<file path="src/rtl/reg_status_if.sv">
// Issue / commit / regfile-write bundle for the register status controller.
// The slave modport is the controller's view; the master modport is the core's side.
interface reg_status_if #(
  parameter int TAG_W = 3
);
  logic             issueValid;
  logic             issueRdWrite;
  logic [4:0]       issueRd;
  logic [TAG_W-1:0] issueTag;
  logic [4:0]       issueRs1;
  logic [4:0]       issueRs2;
  logic             issueStall;
  logic             rs1Busy;
  logic             rs2Busy;
  logic [TAG_W-1:0] rs1Tag;
  logic [TAG_W-1:0] rs2Tag;
  logic             commitValid;
  logic             commitRdWrite;
  logic [4:0]       commitRd;
  logic [TAG_W-1:0] commitTag;
  logic [31:0]      commitData;
  logic             flush;
  logic             rfWriteEnable;
  logic [4:0]       rfWriteIndex;
  logic [31:0]      rfWriteData;
  logic [TAG_W:0]   inflight;

  modport slave (
    input  issueValid, issueRdWrite, issueRd, issueTag, issueRs1, issueRs2,
    input  commitValid, commitRdWrite, commitRd, commitTag, commitData, flush,
    output issueStall, rs1Busy, rs2Busy, rs1Tag, rs2Tag,
    output rfWriteEnable, rfWriteIndex, rfWriteData, inflight
  );

  modport master (
    output issueValid, issueRdWrite, issueRd, issueTag, issueRs1, issueRs2,
    output commitValid, commitRdWrite, commitRd, commitTag, commitData, flush,
    input  issueStall, rs1Busy, rs2Busy, rs1Tag, rs2Tag,
    input  rfWriteEnable, rfWriteIndex, rfWriteData, inflight
  );
endinterface

</file>
<file path="src/rtl/reg_status_ctrl.sv">
// Tracks pending writers per architectural register, sequences the regfile
// write port from ROB commits, and stalls issue when every ROB tag is in use.
module reg_status_ctrl #(
  parameter int TAG_W = 3,
  parameter int NREG  = 32
) (
  input logic         clk,
  input logic         rst,
  reg_status_if.slave rsc_if
);
  localparam logic [TAG_W:0] DEPTH = {1'b1, {TAG_W{1'b0}}};
  localparam logic [TAG_W:0] ONE   = {{TAG_W{1'b0}}, 1'b1};

  logic [NREG-1:0]  busy_q, busy_d;
  logic [TAG_W-1:0] tag_q [NREG];
  logic [TAG_W-1:0] tag_d [NREG];
  logic [TAG_W:0]   inflight_q, inflight_d;
  logic             rf_we_q;
  logic [4:0]       rf_idx_q;
  logic [31:0]      rf_data_q;

  logic issue_acc;
  logic commit_hit;
  logic rf_wr;
  logic [TAG_W:0] lk1, lk2;

  // Source lookup: a same-cycle commit of the current owner reads as not busy.
  function automatic logic [TAG_W:0] lookup(
    input logic [4:0]       rs,
    input logic             b,
    input logic [TAG_W-1:0] t,
    input logic             cv,
    input logic             cw,
    input logic [4:0]       crd,
    input logic [TAG_W-1:0] ctag
  );
    lookup = '0;
    if (rs != 5'd0 && b && !(cv && cw && crd == rs && ctag == t))
      lookup = {1'b1, t};
  endfunction

  assign rsc_if.issueStall = (inflight_q == DEPTH);
  assign issue_acc  = rsc_if.issueValid && !rsc_if.issueStall && !rsc_if.flush;
  assign commit_hit = rsc_if.commitValid && rsc_if.commitRdWrite && rsc_if.commitRd != 5'd0 &&
                      busy_q[rsc_if.commitRd] && tag_q[rsc_if.commitRd] == rsc_if.commitTag;
  assign rf_wr      = rsc_if.commitValid && rsc_if.commitRdWrite && rsc_if.commitRd != 5'd0;

  assign lk1 = lookup(rsc_if.issueRs1, busy_q[rsc_if.issueRs1], tag_q[rsc_if.issueRs1],
                      rsc_if.commitValid, rsc_if.commitRdWrite, rsc_if.commitRd, rsc_if.commitTag);
  assign lk2 = lookup(rsc_if.issueRs2, busy_q[rsc_if.issueRs2], tag_q[rsc_if.issueRs2],
                      rsc_if.commitValid, rsc_if.commitRdWrite, rsc_if.commitRd, rsc_if.commitTag);

  assign rsc_if.rs1Busy = lk1[TAG_W];
  assign rsc_if.rs1Tag  = lk1[TAG_W-1:0];
  assign rsc_if.rs2Busy = lk2[TAG_W];
  assign rsc_if.rs2Tag  = lk2[TAG_W-1:0];

  // Issue is applied after commit so a same-cycle re-issue keeps the register busy.
  always_comb begin
    busy_d = busy_q;
    tag_d  = tag_q;
    if (commit_hit)
      busy_d[rsc_if.commitRd] = 1'b0;
    if (issue_acc && rsc_if.issueRdWrite && rsc_if.issueRd != 5'd0) begin
      busy_d[rsc_if.issueRd] = 1'b1;
      tag_d[rsc_if.issueRd]  = rsc_if.issueTag;
    end
    if (rsc_if.flush)
      busy_d = '0;
    busy_d[0] = 1'b0;
  end

  always_comb begin
    inflight_d = inflight_q;
    if (rsc_if.flush)
      inflight_d = '0;
    else if (issue_acc && !rsc_if.commitValid)
      inflight_d = inflight_q + ONE;
    else if (!issue_acc && rsc_if.commitValid && inflight_q != '0)
      inflight_d = inflight_q - ONE;
  end

  always_ff @(posedge clk or posedge rst) begin
    if (rst) begin
      busy_q     <= '0;
      tag_q      <= '{default: '0};
      inflight_q <= '0;
      rf_we_q    <= 1'b0;
      rf_idx_q   <= '0;
      rf_data_q  <= '0;
    end else begin
      busy_q     <= busy_d;
      tag_q      <= tag_d;
      inflight_q <= inflight_d;
      rf_we_q    <= rf_wr;
      if (rf_wr) begin
        rf_idx_q  <= rsc_if.commitRd;
        rf_data_q <= rsc_if.commitData;
      end
    end
  end

  assign rsc_if.rfWriteEnable = rf_we_q;
  assign rsc_if.rfWriteIndex  = rf_idx_q;
  assign rsc_if.rfWriteData   = rf_data_q;
  assign rsc_if.inflight      = inflight_q;
endmodule

</file>
<file path="src/flat_wrapper.sv">
// flat-port wrapper written by rule: the top's interface ports become plain ports
module reg_status_ctrl_flat 
#(
  parameter int TAG_W = 3,
  parameter int NREG  = 32
)
  (clk, rst, rsc_if_issueValid, rsc_if_issueRdWrite, rsc_if_issueRd, rsc_if_issueTag, rsc_if_issueRs1, rsc_if_issueRs2, rsc_if_commitValid, rsc_if_commitRdWrite, rsc_if_commitRd, rsc_if_commitTag, rsc_if_commitData, rsc_if_flush, rsc_if_issueStall, rsc_if_rs1Busy, rsc_if_rs2Busy, rsc_if_rs1Tag, rsc_if_rs2Tag, rsc_if_rfWriteEnable, rsc_if_rfWriteIndex, rsc_if_rfWriteData, rsc_if_inflight);
  reg_status_if #(.TAG_W(TAG_W)) rsc_if_i ();
  input logic clk;
  input logic rst;
  input wire logic [$bits(rsc_if_i.issueValid)-1:0] rsc_if_issueValid;
  input wire logic [$bits(rsc_if_i.issueRdWrite)-1:0] rsc_if_issueRdWrite;
  input wire logic [$bits(rsc_if_i.issueRd)-1:0] rsc_if_issueRd;
  input wire logic [$bits(rsc_if_i.issueTag)-1:0] rsc_if_issueTag;
  input wire logic [$bits(rsc_if_i.issueRs1)-1:0] rsc_if_issueRs1;
  input wire logic [$bits(rsc_if_i.issueRs2)-1:0] rsc_if_issueRs2;
  input wire logic [$bits(rsc_if_i.commitValid)-1:0] rsc_if_commitValid;
  input wire logic [$bits(rsc_if_i.commitRdWrite)-1:0] rsc_if_commitRdWrite;
  input wire logic [$bits(rsc_if_i.commitRd)-1:0] rsc_if_commitRd;
  input wire logic [$bits(rsc_if_i.commitTag)-1:0] rsc_if_commitTag;
  input wire logic [$bits(rsc_if_i.commitData)-1:0] rsc_if_commitData;
  input wire logic [$bits(rsc_if_i.flush)-1:0] rsc_if_flush;
  output wire logic [$bits(rsc_if_i.issueStall)-1:0] rsc_if_issueStall;
  output wire logic [$bits(rsc_if_i.rs1Busy)-1:0] rsc_if_rs1Busy;
  output wire logic [$bits(rsc_if_i.rs2Busy)-1:0] rsc_if_rs2Busy;
  output wire logic [$bits(rsc_if_i.rs1Tag)-1:0] rsc_if_rs1Tag;
  output wire logic [$bits(rsc_if_i.rs2Tag)-1:0] rsc_if_rs2Tag;
  output wire logic [$bits(rsc_if_i.rfWriteEnable)-1:0] rsc_if_rfWriteEnable;
  output wire logic [$bits(rsc_if_i.rfWriteIndex)-1:0] rsc_if_rfWriteIndex;
  output wire logic [$bits(rsc_if_i.rfWriteData)-1:0] rsc_if_rfWriteData;
  output wire logic [$bits(rsc_if_i.inflight)-1:0] rsc_if_inflight;
  assign rsc_if_i.issueValid = rsc_if_issueValid;
  assign rsc_if_i.issueRdWrite = rsc_if_issueRdWrite;
  assign rsc_if_i.issueRd = rsc_if_issueRd;
  assign rsc_if_i.issueTag = rsc_if_issueTag;
  assign rsc_if_i.issueRs1 = rsc_if_issueRs1;
  assign rsc_if_i.issueRs2 = rsc_if_issueRs2;
  assign rsc_if_i.commitValid = rsc_if_commitValid;
  assign rsc_if_i.commitRdWrite = rsc_if_commitRdWrite;
  assign rsc_if_i.commitRd = rsc_if_commitRd;
  assign rsc_if_i.commitTag = rsc_if_commitTag;
  assign rsc_if_i.commitData = rsc_if_commitData;
  assign rsc_if_i.flush = rsc_if_flush;
  assign rsc_if_issueStall = rsc_if_i.issueStall;
  assign rsc_if_rs1Busy = rsc_if_i.rs1Busy;
  assign rsc_if_rs2Busy = rsc_if_i.rs2Busy;
  assign rsc_if_rs1Tag = rsc_if_i.rs1Tag;
  assign rsc_if_rs2Tag = rsc_if_i.rs2Tag;
  assign rsc_if_rfWriteEnable = rsc_if_i.rfWriteEnable;
  assign rsc_if_rfWriteIndex = rsc_if_i.rfWriteIndex;
  assign rsc_if_rfWriteData = rsc_if_i.rfWriteData;
  assign rsc_if_inflight = rsc_if_i.inflight;
  reg_status_ctrl #(.TAG_W(TAG_W), .NREG(NREG)) u_core (.clk(clk), .rst(rst), .rsc_if(rsc_if_i));
endmodule
</file>
<file path="config.mk">
export PLATFORM = sky130hd
export DESIGN_NAME = reg_status_ctrl_flat
export DESIGN_NICKNAME = d
export VERILOG_FILES = /design/src/rtl/reg_status_if.sv /design/src/rtl/reg_status_ctrl.sv /design/src/flat_wrapper.sv
export SDC_FILE = /design/constraint.sdc
export NUM_CORES = 1
export LEC_CHECK = 0
export ABC_AREA = 1
export BUFFER_PORTS_ARGS = -buffer_cell sky130_fd_sc_hd__buf_2
export CORE_AREA = 5 5 172 174
export DETAILED_ROUTE_END_ITERATION = 6
export DIE_AREA = 0 0 177 179
export PLACE_DENSITY = 0.62
export SETUP_SLACK_MARGIN = 0.5
export SLEW_MARGIN = 20
export SYNTH_ARGS = -nofsm -noshare
export SYNTH_HDL_FRONTEND = slang
export SYNTH_SLANG_ARGS = --single-unit
</file>
<file path="constraint.sdc">
create_clock -name clk -period 15 [get_ports clk]
set_input_delay 0.75 -clock clk [delete_from_list [all_inputs] [get_ports clk]]
set_output_delay 0.75 -clock clk [all_outputs]
set_load 0.05 [all_outputs]
</file>
==> load_flow_metrics.sql, run 1 <==
INSERT INTO impl_metrics (metric_group, metric, value, unit) VALUES
('synthesis', 'synth_top_flop_cell', 'sky130_fd_sc_hd__dfrtp_1', ''),
('pwr', 'sequentialPowerShare', '0.404', ''),
('pwr', 'static-leakage-power', '5.65', 'nW'),
('global_routing', 'grt_pass1_wl', '64100', 'µm'),
('cells_and_area', 'nNetsFinal', '1755', ''),
('worst_setup_path', 'cp.buffers_inverters', '5', ''),
('synthesis', 'fraction_of_synthesized_cell_area_taken_by_the_top_area_cell_type', '0.387', ''),
('worst_setup_path', 'critical_path_arrival', '4180', 'ps'),
('worst_setup_path', 'crit_path_max_incr_delay', '660', 'ps'),
('route', 'antenna_violating_nets_post_route', '0', ''),
('place', 'dpl_worst_slack', '10240', 'ps'),
('timing', 'hold_viol_final', '0', ''),
('timing', 'fin_crit_sh', '0.329', ''),
('cts', 'post_cts.resized_instances', '0', ''),
('pwr', 'net-switching-power', '0.513', 'mW'),
('cts', 'post-cts-setup-buffers', '0', ''),
('run', 'timing.max_cap.violations', '0', ''),
('timing', 'clock.fmax', '203', 'MHz'),
('global_routing', 'antenna_violations_before_repair', '0', ''),
('route', 'detailedRoute.firstIterationViolations', '1432', ''),
('pwr', 'irDropWorstVdd', '77.6', 'µV'),
('worst_setup_path', 'timing.critical_path.mode_cell', 'sky130_fd_sc_hd__nand2_1', ''),
('route', 'route.detailed.wl_per_inst', '20.1', 'µm'),
('route', 'detail_route.vias_per_cell', '5.48', ''),
('global_routing', 'grt-ovfl-total', '0', ''),
('cells_and_area', 'total_area_of_multi_input_combinational_cells', '5740', 'µm²'),
('global_routing', 'track_usage', '0.263', ''),
('pwr', 'swShare', '0.384', ''),
('timing', 'worst_pin_slew', '1220', 'ps'),
('cts', 'clock_insertion_delay_worst_skew', '450', 'ps'),
('cts', 'cts.clk_slew.worst_paths', '80', 'ps'),
('floorplanning', 'die_x', '177', 'µm'),
('global_routing', 'largest_net_degree_at_the_start_of_global_routing', '103', ''),
('cts', 'h-tree-depth', '4', ''),
('pwr', 'power.clock.fraction', '0.354', ''),
('cells_and_area', 'fillCellCount', '2908', ''),
('synthesis', 'synth_area_leader_cell', 'sky130_fd_sc_hd__dfrtp_1', ''),
('global_routing', 'grt_pass1_vias', '10700', ''),
('floorplanning', 'floorplan.die_area', '31700', 'µm²'),
('outcome', 'outcome', 'complete, no violations', ''),
('synthesis', 'most_used_standard_cell_by_instance_count_after_synthesis', 'sky130_fd_sc_hd__nand2_1', ''),
('cts', 'clock_path_buffers', '2', ''),
('synthesis', 'synth-edff-count', '0', ''),
('cts', 'numClockSinks', '169', ''),
('place', 'placed_cells_incl_taps', '2046', ''),
('timing', 'finalWorstPathRequiredPeriod', '4930', 'ps'),
('synthesis', 'synth_seq_area_share', '0.387', ''),
('synthesis', 'synth_area_leaders', 'sky130_fd_sc_hd__dfrtp_1 39%, sky130_fd_sc_hd__nand2_1 23%, sky130_fd_sc_hd__o21ai_0 7.9%', ''),
('timing', 'fin_tns_setup', '0', 'ps'),
('min_path', 'hold_path_class', 'flop to flop', ''),
('timing', 'worst_clock_skew', '17.4', 'ps'),
('synthesis', 'synthesis.area_per_instance', '6.69', 'µm²'),
('route', 'num_vias', '11400', ''),
('floorplanning', 'core_area', '27600', 'µm²'),
('synthesis', 'synth.net_count', '1701', ''),
('floorplanning', 'top_level_ports', '116', ''),
('route', 'first_pass_drt_iterations', '6', ''),
('pwr', 'p_per_area', '110', 'nW/µm²'),
('timing', 'setup_ws', '10070', 'ps'),
('synthesis', 'syn-cell-area', '10900', 'µm²'),
('worst_setup_path', 'cp_max_fo', '22', ''),
('synthesis', 'synth.top_cells.by_count', '657 x sky130_fd_sc_hd__nand2_1, 172 x sky130_fd_sc_hd__o21ai_0, 169 x sky130_fd_sc_hd__dfrtp_1', ''),
('place', 'gp_routability_congestion', '1.00', ''),
('worst_setup_path', 'critPathTopFamily', 'simple AND/OR/NAND/NOR gates', ''),
('worst_setup_path', 'critical_path_type', 'input pin to output pin', ''),
('cts', 'tritoncts_buffer_count', '17', ''),
('timing', 'relSlewSlack', '0.180', ''),
('route', 'detail_route.wirelength', '41800', 'µm'),
('worst_setup_path', 'worstSetupEndpointType', 'output pin', ''),
('timing', 'finalMaxSlewViolations', '0', ''),
('synthesis', 'synth-seq-cells', '169', '');
-- through the flow --
step	cell area, µm²	utilization	hold slack (ps)
final	12200	0.441	416
after global routing	12200	0.441	430
after CTS	12200	0.441	413
after detailed placement	11600	0.419	396
after global placement	11600	0.419	385
after floorplan	10900	-	445
-- path summary, 6_finish.rpt --
check | from | cells past startpoint | slack [ps] | to
worst max-delay path | rsc_if_issueRs1[1] | 19 | 10070 | rsc_if_rs1Tag[0]
worst min-delay path | u_core.tag_q[95] | 0 | 420 | u_core.tag_q[95]
worst max register to register | u_core.rsc_if.inflight[1] | 8 | 12020 | u_core.tag_q[63]
worst min register to register | u_core.tag_q[95] | 0 | 420 | u_core.tag_q[95]
max in group asynchronous | rst | 3 | 13070 | u_core.tag_q[56]
min in group asynchronous | rst | 2 | 500 | u_core.rsc_if.rfWriteData[1]
-- cell type report --
cell class	count	share of cell area
clock buffer	17	0.0349
tap	378	0.0388
clock inverter	15	0.0164
multi-input combinational	1251	0.470
inverter	120	0.0373
antenna	1	0.000205
sequential	169	0.347
timing repair buffer	128	0.0552
-- per-layer routing --
layer  wire length, µm  vias up  GRT usage
li1                  -     5422          -
met1             17800     5267      0.361
met2             18800      581      0.409
met3              3600      113     0.0487
met4              1640        0      0.110
met5                 0        -          0
-- kinds of logic after synthesis --
| family | synth area share |
|---|---|
| xor+xnor | 0.00481 |
| flops | 0.387 |
| simple gates | 0.330 |
| fa+ha+maj | 0.00413 |
| compound gates | 0.186 |
| buf+inv | 0.0871 |
-- flip-flops by register name, indices dropped and copies added, names as in the netlist --
name / flops
u_core.tag_q: 96
u_core.rsc_if.rfWriteData: 32
u_core.busy_q: 31
u_core.rsc_if.rfWriteIndex: 5
u_core.rsc_if.inflight: 4
u_core.rsc_if.rfWriteEnable: 1
-- cell usage in the layout, fill, tap and decap left out, types with 4 or more instances in the layout --
cell,count
sky130_fd_sc_hd__nand2_1,657
sky130_fd_sc_hd__o21ai_0,172
sky130_fd_sc_hd__dfrtp_1,169
sky130_fd_sc_hd__buf_2,115
sky130_fd_sc_hd__inv_1,110
sky130_fd_sc_hd__a21oi_1,101
sky130_fd_sc_hd__nor2_1,78
sky130_fd_sc_hd__nand3_1,70
sky130_fd_sc_hd__o21ai_1,40
sky130_fd_sc_hd__o211ai_1,40
sky130_fd_sc_hd__nand3_2,21
sky130_fd_sc_hd__clkbuf_16,17
sky130_fd_sc_hd__nor3_1,15
sky130_fd_sc_hd__buf_4,13
sky130_fd_sc_hd__nor3_2,9
sky130_fd_sc_hd__inv_2,8
sky130_fd_sc_hd__o221ai_1,7
sky130_fd_sc_hd__xor2_1,6
sky130_fd_sc_hd__a31oi_1,5
sky130_fd_sc_hd__nand4_1,5
sky130_fd_sc_hd__inv_8,5
sky130_fd_sc_hd__clkinv_8,5
sky130_fd_sc_hd__o22ai_1,4
sky130_fd_sc_hd__nor2_2,4
-- worst reg2reg max path: cells and delay by family, from the launching register on --
family | cells | cell delay (ps)
AND/OR/NAND/NOR | 6 | 2130
flip-flops | 1 | 410
AO/OA/AOI/OAI | 1 | 280
buffers and inverters | 1 | 70
-- power by group through the flow --
stage	sequential [mW]	clock, mW	combinational (mW)
5_1_grt	0.546	0.499	0.353
3_3_place_gp	0.546	0	0.317
2_1_floorplan	0.596	0	0.175
4_1_cts	0.538	0.480	0.323
6_report	0.540	0.473	0.323
3_5_place_dp	0.546	0	0.322
Note: power is estimated with default switching activity, not from simulation.
==> run 2: changes to the inputs <==
PLACE_DENSITY = 0.64   (was 0.62)
clock period = 4.3 ns   (was 15 ns; I/O delays follow)
==> run 2 against run 1 <==
Clock skew decreased by 1.8 ps. Via count rose by 2.9%. Sequential power grew to 3.5 times the previous value. Cell area up 3.8%. Die area unchanged. Critical endpoint unchanged. Largest cell class unchanged.
==> load_flow_metrics.sql, run 2 (same netlist as run 1, synthesis figures left out) <==
INSERT INTO impl_metrics (metric_group, metric, value, unit) VALUES
('outcome', 'outcome', 'complete, no violations', ''),
('floorplanning', 'core_area', '27600', 'µm²'),
('timing', 'finalMaxSlewViolations', '0', ''),
('cells_and_area', 'layout_common_cells', '657 x sky130_fd_sc_hd__nand2_1, 172 x sky130_fd_sc_hd__o21ai_0, 169 x sky130_fd_sc_hd__dfrtp_1', ''),
('floorplanning', 'fp-row-count', '61', ''),
('pwr', 'irDropWorstVdd', '246', 'µV'),
('worst_setup_path', 'series_of_cell_instances_along_the_critical_path', 'buf_2 -> inv_2 -> nand2_1 -> buf_4 -> o21ai_0 -> o21ai_0 -> nand3_1 -> nand2_1 -> nand2_1 -> nand2_1 -> nor2_1 -> nand2_1 -> nand2_1 -> nor2_1 -> buf_2', ''),
('global_routing', 'grt_pass1_vias', '10800', ''),
('global_routing', 'grt_pass1_wl', '65000', 'µm'),
('place', 'io_buffers', '115', ''),
('global_routing', 'track_usage', '0.269', ''),
('cts', 'ctsRootBufferMaster', 'sky130_fd_sc_hd__clkbuf_16', ''),
('worst_setup_path', 'critical_path_type', 'input pin to output pin', ''),
('worst_setup_path', 'cp_max_fo', '22', ''),
('route', 'antenna_violating_nets_post_route', '0', ''),
('pwr', 'p_per_area', '373', 'nW/µm²'),
('min_path', 'hold_path_class', 'input pin to asynchronous set/reset pin', ''),
('timing', 'hold_viol_final', '0', ''),
('cells_and_area', 'mostFrequentLayoutCell', 'sky130_fd_sc_hd__nand2_1', ''),
('cells_and_area', 'layout-drive-gt1-share', '0.128', ''),
('cts', 'tritoncts_buffer_count', '17', ''),
('floorplanning', 'initial_utilization', '0.395', ''),
('worst_setup_path', 'capture_instance_of_the_worst_register_to_register_path', 'u_core.tag_q[34]', ''),
('worst_setup_path', 'ff2ff_setup_slack', '1450', 'ps'),
('timing', 'fin_tns_setup', '0', 'ps'),
('timing', 'worst_clock_skew', '15.5', 'ps'),
('worst_setup_path', 'crit_path_max_incr_delay', '400', 'ps'),
('place', 'dp.final_hpwl', '30400', 'µm'),
('cells_and_area', 'area.growth.synth_to_final', '15.9', '%'),
('floorplanning', 'top_level_ports', '116', ''),
('worst_setup_path', 'sort_of_element_at_the_start_of_the_critical_path', 'input pin', ''),
('floorplanning', 'die_x', '177', 'µm'),
('cells_and_area', 'antenna_cells_inserted', '0', ''),
('global_routing', 'grt-ovfl-total', '0', ''),
('cts', 'h-tree-depth', '4', ''),
('timing', 'setup_ws', '1140', 'ps'),
('worst_setup_path', 'cp.buffers_inverters', '4', ''),
('timing', 'worst_pin_slew', '1070', 'ps'),
('route', 'detail_route.vias_per_cell', '5.51', ''),
('floorplanning', 'floorplan.die_area', '31700', 'µm²'),
('run', 'timing.max_cap.violations', '0', ''),
('worst_setup_path', 'critical_path_arrival', '2950', 'ps'),
('cells_and_area', 'largest-register', 'u_core.tag_q', ''),
('route', 'route.detailed.wl_per_inst', '20.2', 'µm'),
('timing', 'relSlewSlack', '0.283', ''),
('floorplanning', 'dieHeight', '179', 'µm'),
('cts', 'numClockSinks', '169', ''),
('route', 'detail_route.wirelength', '42800', 'µm'),
('route', 'num_vias', '11700', ''),
('route', 'first_pass_drt_iterations', '6', ''),
('route', 'detailedRoute.firstIterationViolations', '1479', ''),
('cts', 'clock_insertion_delay_worst_skew', '450', 'ps'),
('cts', 'post-cts-setup-buffers', '0', ''),
('worst_setup_path', 'timing.critical_path.mode_cell', 'sky130_fd_sc_hd__nand2_1', ''),
('timing', 'fin_crit_sh', '0.735', ''),
('place', 'dpl_worst_slack', '1250', 'ps'),
('cts', 'cts.clk_slew.worst_paths', '80', 'ps'),
('timing', 'clock.fmax', '316', 'MHz'),
('cts', 'clock_path_buffers', '2', ''),
('cts', 'tritoncts', 'yes', ''),
('timing', 'finalWorstPathRequiredPeriod', '3160', 'ps'),
('pwr', 'static-leakage-power', '5.87', 'nW'),
('timing', 'rsz0062_at_grt', 'false', ''),
('worst_setup_path', 'worstSetupEndpointType', 'output pin', ''),
('place', 'gp_routability_congestion', '1.07', ''),
('global_routing', 'largest_net_degree_at_the_start_of_global_routing', '170', ''),
('worst_setup_path', 'critPathSlowestCell', 'sky130_fd_sc_hd__buf_2', ''),
('global_routing', 'antenna_violations_before_repair', '0', ''),
('cells_and_area', 'nNetsFinal', '1801', ''),
('worst_setup_path', 'reg2reg_depth', '7', ''),
('cells_and_area', 'largest_register_ff_count', '96', ''),
('timing', 'final-setup-viol-count', '0', ''),
('worst_setup_path', 'timing.critical_path.required', '4090', 'ps'),
('worst_setup_path', 'critPathTopFamily', 'buffers and inverters', ''),
('route', 'drc', '0', ''),
('cells_and_area', 'fillCellCount', '2896', ''),
('worst_setup_path', 'critical_path.reg2reg.startpoint', 'u_core.rsc_if.inflight[3]', '');
-- run 2: timing repair --
item / 4_1_cts / 5_1_grt
endpoints found under the setup margin: 0 / 0
endpoints found under the hold margin: 32 / 0
gates resized for setup: 0 / 0
hold buffers: 32 / 0
-- run 2: layout make-up --
| cell class | count | area (µm²) | share of cell area |
|---|---|---|---|
| clock buffer | 18 | 439 | 0.0347 |
| clock inverter | 14 | 174 | 0.0137 |
| inverter | 120 | 454 | 0.0359 |
| multi-input combinational | 1251 | 5740 | 0.453 |
| sequential | 169 | 4230 | 0.334 |
| tap | 378 | 473 | 0.0374 |
| timing repair buffer | 174 | 1150 | 0.0908 |
-- run 2: tightest hold or removal path, delay by kind of cell --
family | cells | cell delay, ps
buf+inv | 3 | 780
-- run 2: power breakdown --
part	total, mW	switching, mW	internal, mW	leakage, nW
logic	1.17	0.841	0.327	3.30
registers	1.89	0.151	1.74	2.27
clock network	1.66	0.763	0.900	0.300
total	4.72	1.76	2.96	5.87
-- run 2: layer usage --
layer  GRT usage  share of wire  up-vias  wire [µm]
met5           0              0        -          0
met2       0.427           0.46      579      19600
met3      0.0394          0.076       98       3250
met4       0.112          0.038        0       1640
met1       0.370           0.43     5515      18300
li1            -              -     5521          -
-- run 2: worst max-delay path by stage --
stage | from | endpoint | slack, ps | depth (start not counted)
global route | rsc_if_issueRs1[1] | rsc_if_rs1Tag[0] | 1050 | 18
floorplan | u_core.rsc_if.inflight[3] | u_core.rsc_if.inflight[3] | 980 | 12
CTS | rsc_if_issueRs1[1] | rsc_if_rs1Tag[0] | 1240 | 18
global placement | rsc_if_flush | u_core.tag_q[33] | 1260 | 7
finish | rsc_if_issueRs1[1] | rsc_if_rs1Tag[0] | 1140 | 15
detailed placement | rsc_if_issueRs1[1] | rsc_if_rs1Tag[0] | 1250 | 18
-- run 2: per-stage QoR --
stage	util	std cells	total power, mW	instance area, µm²	hold WS (ps)
2_1_floorplan	-	1633	2.69	10900	325
3_3_place_gp	0.424	2060	3.03	11700	403
3_5_place_dp	0.424	2060	3.04	11700	398
4_1_cts	0.458	2124	4.72	12700	89.3
5_1_grt	0.458	2124	4.93	12700	118
6_report	0.458	2124	4.72	12700	4.95
==> run 3: changes to the inputs <==
ABC_AREA = 0   (was 1)
CORE_AREA = 5 5 168 170   (was 5 5 172 174)
DIE_AREA = 0 0 173 175   (was 0 0 177 179)
PLACE_DENSITY = 0.63   (was 0.64)
clock period = 3.2 ns   (was 4.3 ns; I/O delays follow)
==> run 3 against run 2 <==
Sequential share of layout area shrank 0.41 points. Critical path type is now flop to output pin. Largest cell class unchanged. Cell area grew 1.4%. Global-route usage fell by 4.4 points. Critical endpoint is now rsc_if_rs2Tag[1]. Non-clock buffer count up 35. Highest routed layer unchanged.
==> load_flow_metrics.sql, run 3 <==
INSERT INTO impl_metrics (metric_group, metric, value, unit) VALUES
('outcome', 'outcome', 'complete, no violations', ''),
('cells_and_area', 'largest_register_ff_count', '96', ''),
('global_routing', 'largest_net_degree_at_the_start_of_global_routing', '90', ''),
('cts', 'clock_path_buffers', '2', ''),
('synthesis', 'synth_seq_area_share', '0.405', ''),
('cells_and_area', 'area.growth.synth_to_final', '22.9', '%'),
('worst_setup_path', 'series_of_cell_instances_along_the_critical_path', 'mux4_2 -> mux2_2 -> and3_4 -> a2111oi_4 -> xnor2_2 -> nor4_4 -> nor3_1 -> buf_4', ''),
('timing', 'worst_pin_slew', '1020', 'ps'),
('timing', 'clock.fmax', '325', 'MHz'),
('worst_setup_path', 'cp.buffers_inverters', '1', ''),
('timing', 'holdWs', '69.6', 'ps'),
('cts', 'numClockSinks', '169', ''),
('floorplanning', 'core_area', '26600', 'µm²'),
('cts', 'tritoncts', 'yes', ''),
('route', 'route.detailed.wl_per_inst', '24.0', 'µm'),
('place', 'gp_routability_congestion', '0.983', ''),
('cells_and_area', 'antenna_cells_inserted', '0', ''),
('synthesis', 'synth_top_flop_cell', 'sky130_fd_sc_hd__dfrtp_1', ''),
('floorplanning', 'floorplan.die_area', '30300', 'µm²'),
('cells_and_area', 'largest-register', 'u_core.tag_q', ''),
('route', 'num_vias', '8734', ''),
('route', 'detail_route.wirelength', '34200', 'µm'),
('synthesis', 'synth.distinct_cells', '55', ''),
('timing', 'finalWorstPathRequiredPeriod', '3080', 'ps'),
('cells_and_area', 'nNetsFinal', '1142', ''),
('synthesis', 'most_used_standard_cell_by_instance_count_after_synthesis', 'sky130_fd_sc_hd__dfrtp_1', ''),
('timing', 'finalMaxSlewViolations', '0', ''),
('timing', 'hold_viol_final', '0', ''),
('pwr', 'p_per_area', '485', 'nW/µm²'),
('floorplanning', 'fp-row-count', '60', ''),
('cts', 'clock_insertion_delay_worst_skew', '450', 'ps'),
('floorplanning', 'initial_utilization', '0.393', ''),
('floorplanning', 'dieHeight', '175', 'µm'),
('cells_and_area', 'fillCellCount', '2400', ''),
('timing', 'fin_crit_sh', '0.963', ''),
('worst_setup_path', 'worstSetupEndpointType', 'output pin', ''),
('synthesis', 'synthesis.yosys.warnings', '0', ''),
('worst_setup_path', 'critPathTopFamily', 'multiplexers', ''),
('global_routing', 'antenna_violations_before_repair', '0', ''),
('synthesis', 'synthCells', '919', ''),
('route', 'detail_route.vias_per_cell', '6.12', ''),
('route', 'first_pass_drt_iterations', '5', ''),
('route', 'drc', '0', ''),
('timing', 'rsz0062_at_grt', 'true', ''),
('place', 'dp.final_hpwl', '24900', 'µm'),
('global_routing', 'grt_pass1_vias', '8792', ''),
('run', 'timing.max_cap.violations', '0', ''),
('worst_setup_path', 'sort_of_element_at_the_start_of_the_critical_path', 'flop', ''),
('synthesis', 'syn-cell-area', '10400', 'µm²'),
('global_routing', 'grt-ovfl-total', '0', ''),
('synthesis', 'fraction_of_synthesized_cell_area_taken_by_the_top_area_cell_type', '0.405', ''),
('timing', 'relSlewSlack', '0.317', ''),
('timing', 'final-setup-viol-count', '0', ''),
('floorplanning', 'die_x', '173', 'µm'),
('worst_setup_path', 'critPathSlowestCell', 'sky130_fd_sc_hd__mux4_2', ''),
('floorplanning', 'top_level_ports', '116', ''),
('pwr', 'irDropWorstVdd', '310', 'µV'),
('min_path', 'hold_path_class', 'input pin to flop', ''),
('global_routing', 'grt_pass1_wl', '53400', 'µm'),
('worst_setup_path', 'cp_max_fo', '4', ''),
('cells_and_area', 'mostFrequentLayoutCell', 'sky130_fd_sc_hd__dfrtp_1', ''),
('worst_setup_path', 'critical_path_type', 'flop to output pin', ''),
('timing', 'fin_tns_setup', '0', 'ps'),
('timing', 'worst_clock_skew', '10.1', 'ps'),
('synthesis', 'synth-seq-cells', '169', ''),
('synthesis', 'synth_area_leader_cell', 'sky130_fd_sc_hd__dfrtp_1', ''),
('synthesis', 'synth-edff-count', '0', ''),
('worst_setup_path', 'timing.critical_path.required', '3040', 'ps'),
('synthesis', 'synth.top_cells.by_count', '169 x sky130_fd_sc_hd__dfrtp_1, 143 x sky130_fd_sc_hd__nand2_1, 100 x sky130_fd_sc_hd__mux2_2', ''),
('synthesis', 'synth.net_count', '987', ''),
('route', 'detailedRoute.firstIterationViolations', '865', ''),
('synthesis', 'ys_async_sr_fraction', '1.00', ''),
('route', 'antenna_violating_nets_post_route', '0', ''),
('cts', 'cts.clk_slew.worst_paths', '70', 'ps'),
('synthesis', 'synthesis.area_per_instance', '11.4', 'µm²'),
('worst_setup_path', 'crit_path_max_incr_delay', '470', 'ps'),
('worst_setup_path', 'critical_path_arrival', '2920', 'ps'),
('cells_and_area', 'layout_common_cells', '165 x sky130_fd_sc_hd__dfrtp_1, 143 x sky130_fd_sc_hd__nand2_1, 106 x sky130_fd_sc_hd__buf_2', ''),
('global_routing', 'track_usage', '0.225', ''),
('synthesis', 'synth_area_leaders', 'sky130_fd_sc_hd__dfrtp_1 41%, sky130_fd_sc_hd__mux4_2 14%, sky130_fd_sc_hd__mux2_2 11%', ''),
('pwr', 'static-leakage-power', '5.78', 'nW'),
('cts', 'h-tree-depth', '4', ''),
('place', 'io_buffers', '115', ''),
('cells_and_area', 'layout-drive-gt1-share', '0.384', ''),
('cts', 'ctsRootBufferMaster', 'sky130_fd_sc_hd__clkbuf_16', ''),
('cts', 'tritoncts_buffer_count', '17', '');
-- run 3: changes by cell type in the layout (fill, tap and decap cells not counted), moves of 58 or more --
cell	delta
sky130_fd_sc_hd__nand2_1	-514
sky130_fd_sc_hd__o21ai_0	-161
sky130_fd_sc_hd__mux2_2	+99
sky130_fd_sc_hd__inv_1	-97
sky130_fd_sc_hd__mux2i_1	+77
sky130_fd_sc_hd__a21oi_1	-74
sky130_fd_sc_hd__mux4_2	+64
sky130_fd_sc_hd__nor2_1	-59
sky130_fd_sc_hd__nand3_1	-58
-- run 3: cells by family (layout without fill, tap and decap cells) --
family	count (synthesis)	after routing	synth area share
AO/OA/AOI/OAI	124	124	0.0802
XOR/XNOR	18	18	0.0151
adder cells (fa/ha/maj)	3	3	0.00432
buffers and inverters	87	255	0.0361
flip-flops	169	169	0.405
multiplexers	245	245	0.324
AND/OR/NAND/NOR	273	273	0.135
-- run 3: layer usage --
layer / wire length, µm / part of all wire / track usage
met5: 0 / 0 / 0
met4: 1020 / 0.030 / 0.0758
met3: 3650 / 0.11 / 0.0794
met2: 15600 / 0.46 / 0.347
met1: 14000 / 0.41 / 0.297
-- run 3: power by group --
group | switching, mW | internal [mW] | leakage (nW)
clock network | 1.02 | 1.14 | 0.300
logic | 0.906 | 0.601 | 3.22
registers | 0.212 | 2.34 | 2.26
total | 2.14 | 4.08 | 5.78
-- run 3: through the flow --
| stage | total power [mW] | setup WS [ps] | cell area, µm² | util | std cells |
|---|---|---|---|---|---|
| after global routing | 6.45 | 25.4 | 12800 | 0.483 | 1428 |
| after global placement | 3.96 | -12.9 | 11600 | 0.438 | 1353 |
| final | 6.22 | 119 | 12800 | 0.483 | 1428 |
| after detailed placement | 3.98 | 0.00266 | 11600 | 0.438 | 1353 |
| after CTS | 6.23 | 91.5 | 12800 | 0.481 | 1425 |
| after floorplan | 3.55 | -58.1 | 10500 | - | 919 |
-- run 3: worst reg2reg max path: stages, from the launching register on --
cell                       delay, ps
sky130_fd_sc_hd__dfrtp_1         470
sky130_fd_sc_hd__mux2i_1         210
sky130_fd_sc_hd__o22ai_1         120
sky130_fd_sc_hd__or4_1           500
sky130_fd_sc_hd__or3_4           390
sky130_fd_sc_hd__a211o_4         390
sky130_fd_sc_hd__nor4_4          270
sky130_fd_sc_hd__buf_4           210
sky130_fd_sc_hd__a311oi_1        100
-- run 3: path summary, 6_finish.rpt --
kind	from	endpoint	slack, ps	cells past startpoint
max	u_core.tag_q[78]	rsc_if_rs2Tag[1]	120	8
min	rsc_if_commitRdWrite	u_core.rsc_if.rfWriteIndex[0]	70	3
max reg2reg	u_core.tag_q[68]	u_core.busy_q[26]	390	8
min reg2reg	u_core.tag_q[95]	u_core.tag_q[95]	460	0
max in group asynchronous	rst	u_core.tag_q[85]	1920	4
min in group asynchronous	rst	u_core.rsc_if.rfWriteData[19]	370	3
-- run 3: final cells by class --
cell class | count | area [µm²] | area share
Tap cell | 341 | 427 | 0.0333
Multi-Input combinational cell | 663 | 6030 | 0.470
Inverter | 14 | 56.3 | 0.00439
Clock inverter | 14 | 169 | 0.0132
Clock buffer | 18 | 439 | 0.0342
Timing Repair Buffer | 209 | 1480 | 0.115
Sequential cell | 169 | 4230 | 0.330
-- run 3: what timing repair did --
| item | in CTS | in global routing |
|---|---|---|
| setup endpoints to repair | 39 | 46 |
| pin swaps | 9 | 3 |
| buffers inserted | 7 | 3 |
| hold buffers | 33 | 0 |
| hold endpoints to repair | 60 | 0 |
| gates resized for setup | 36 | 5 |
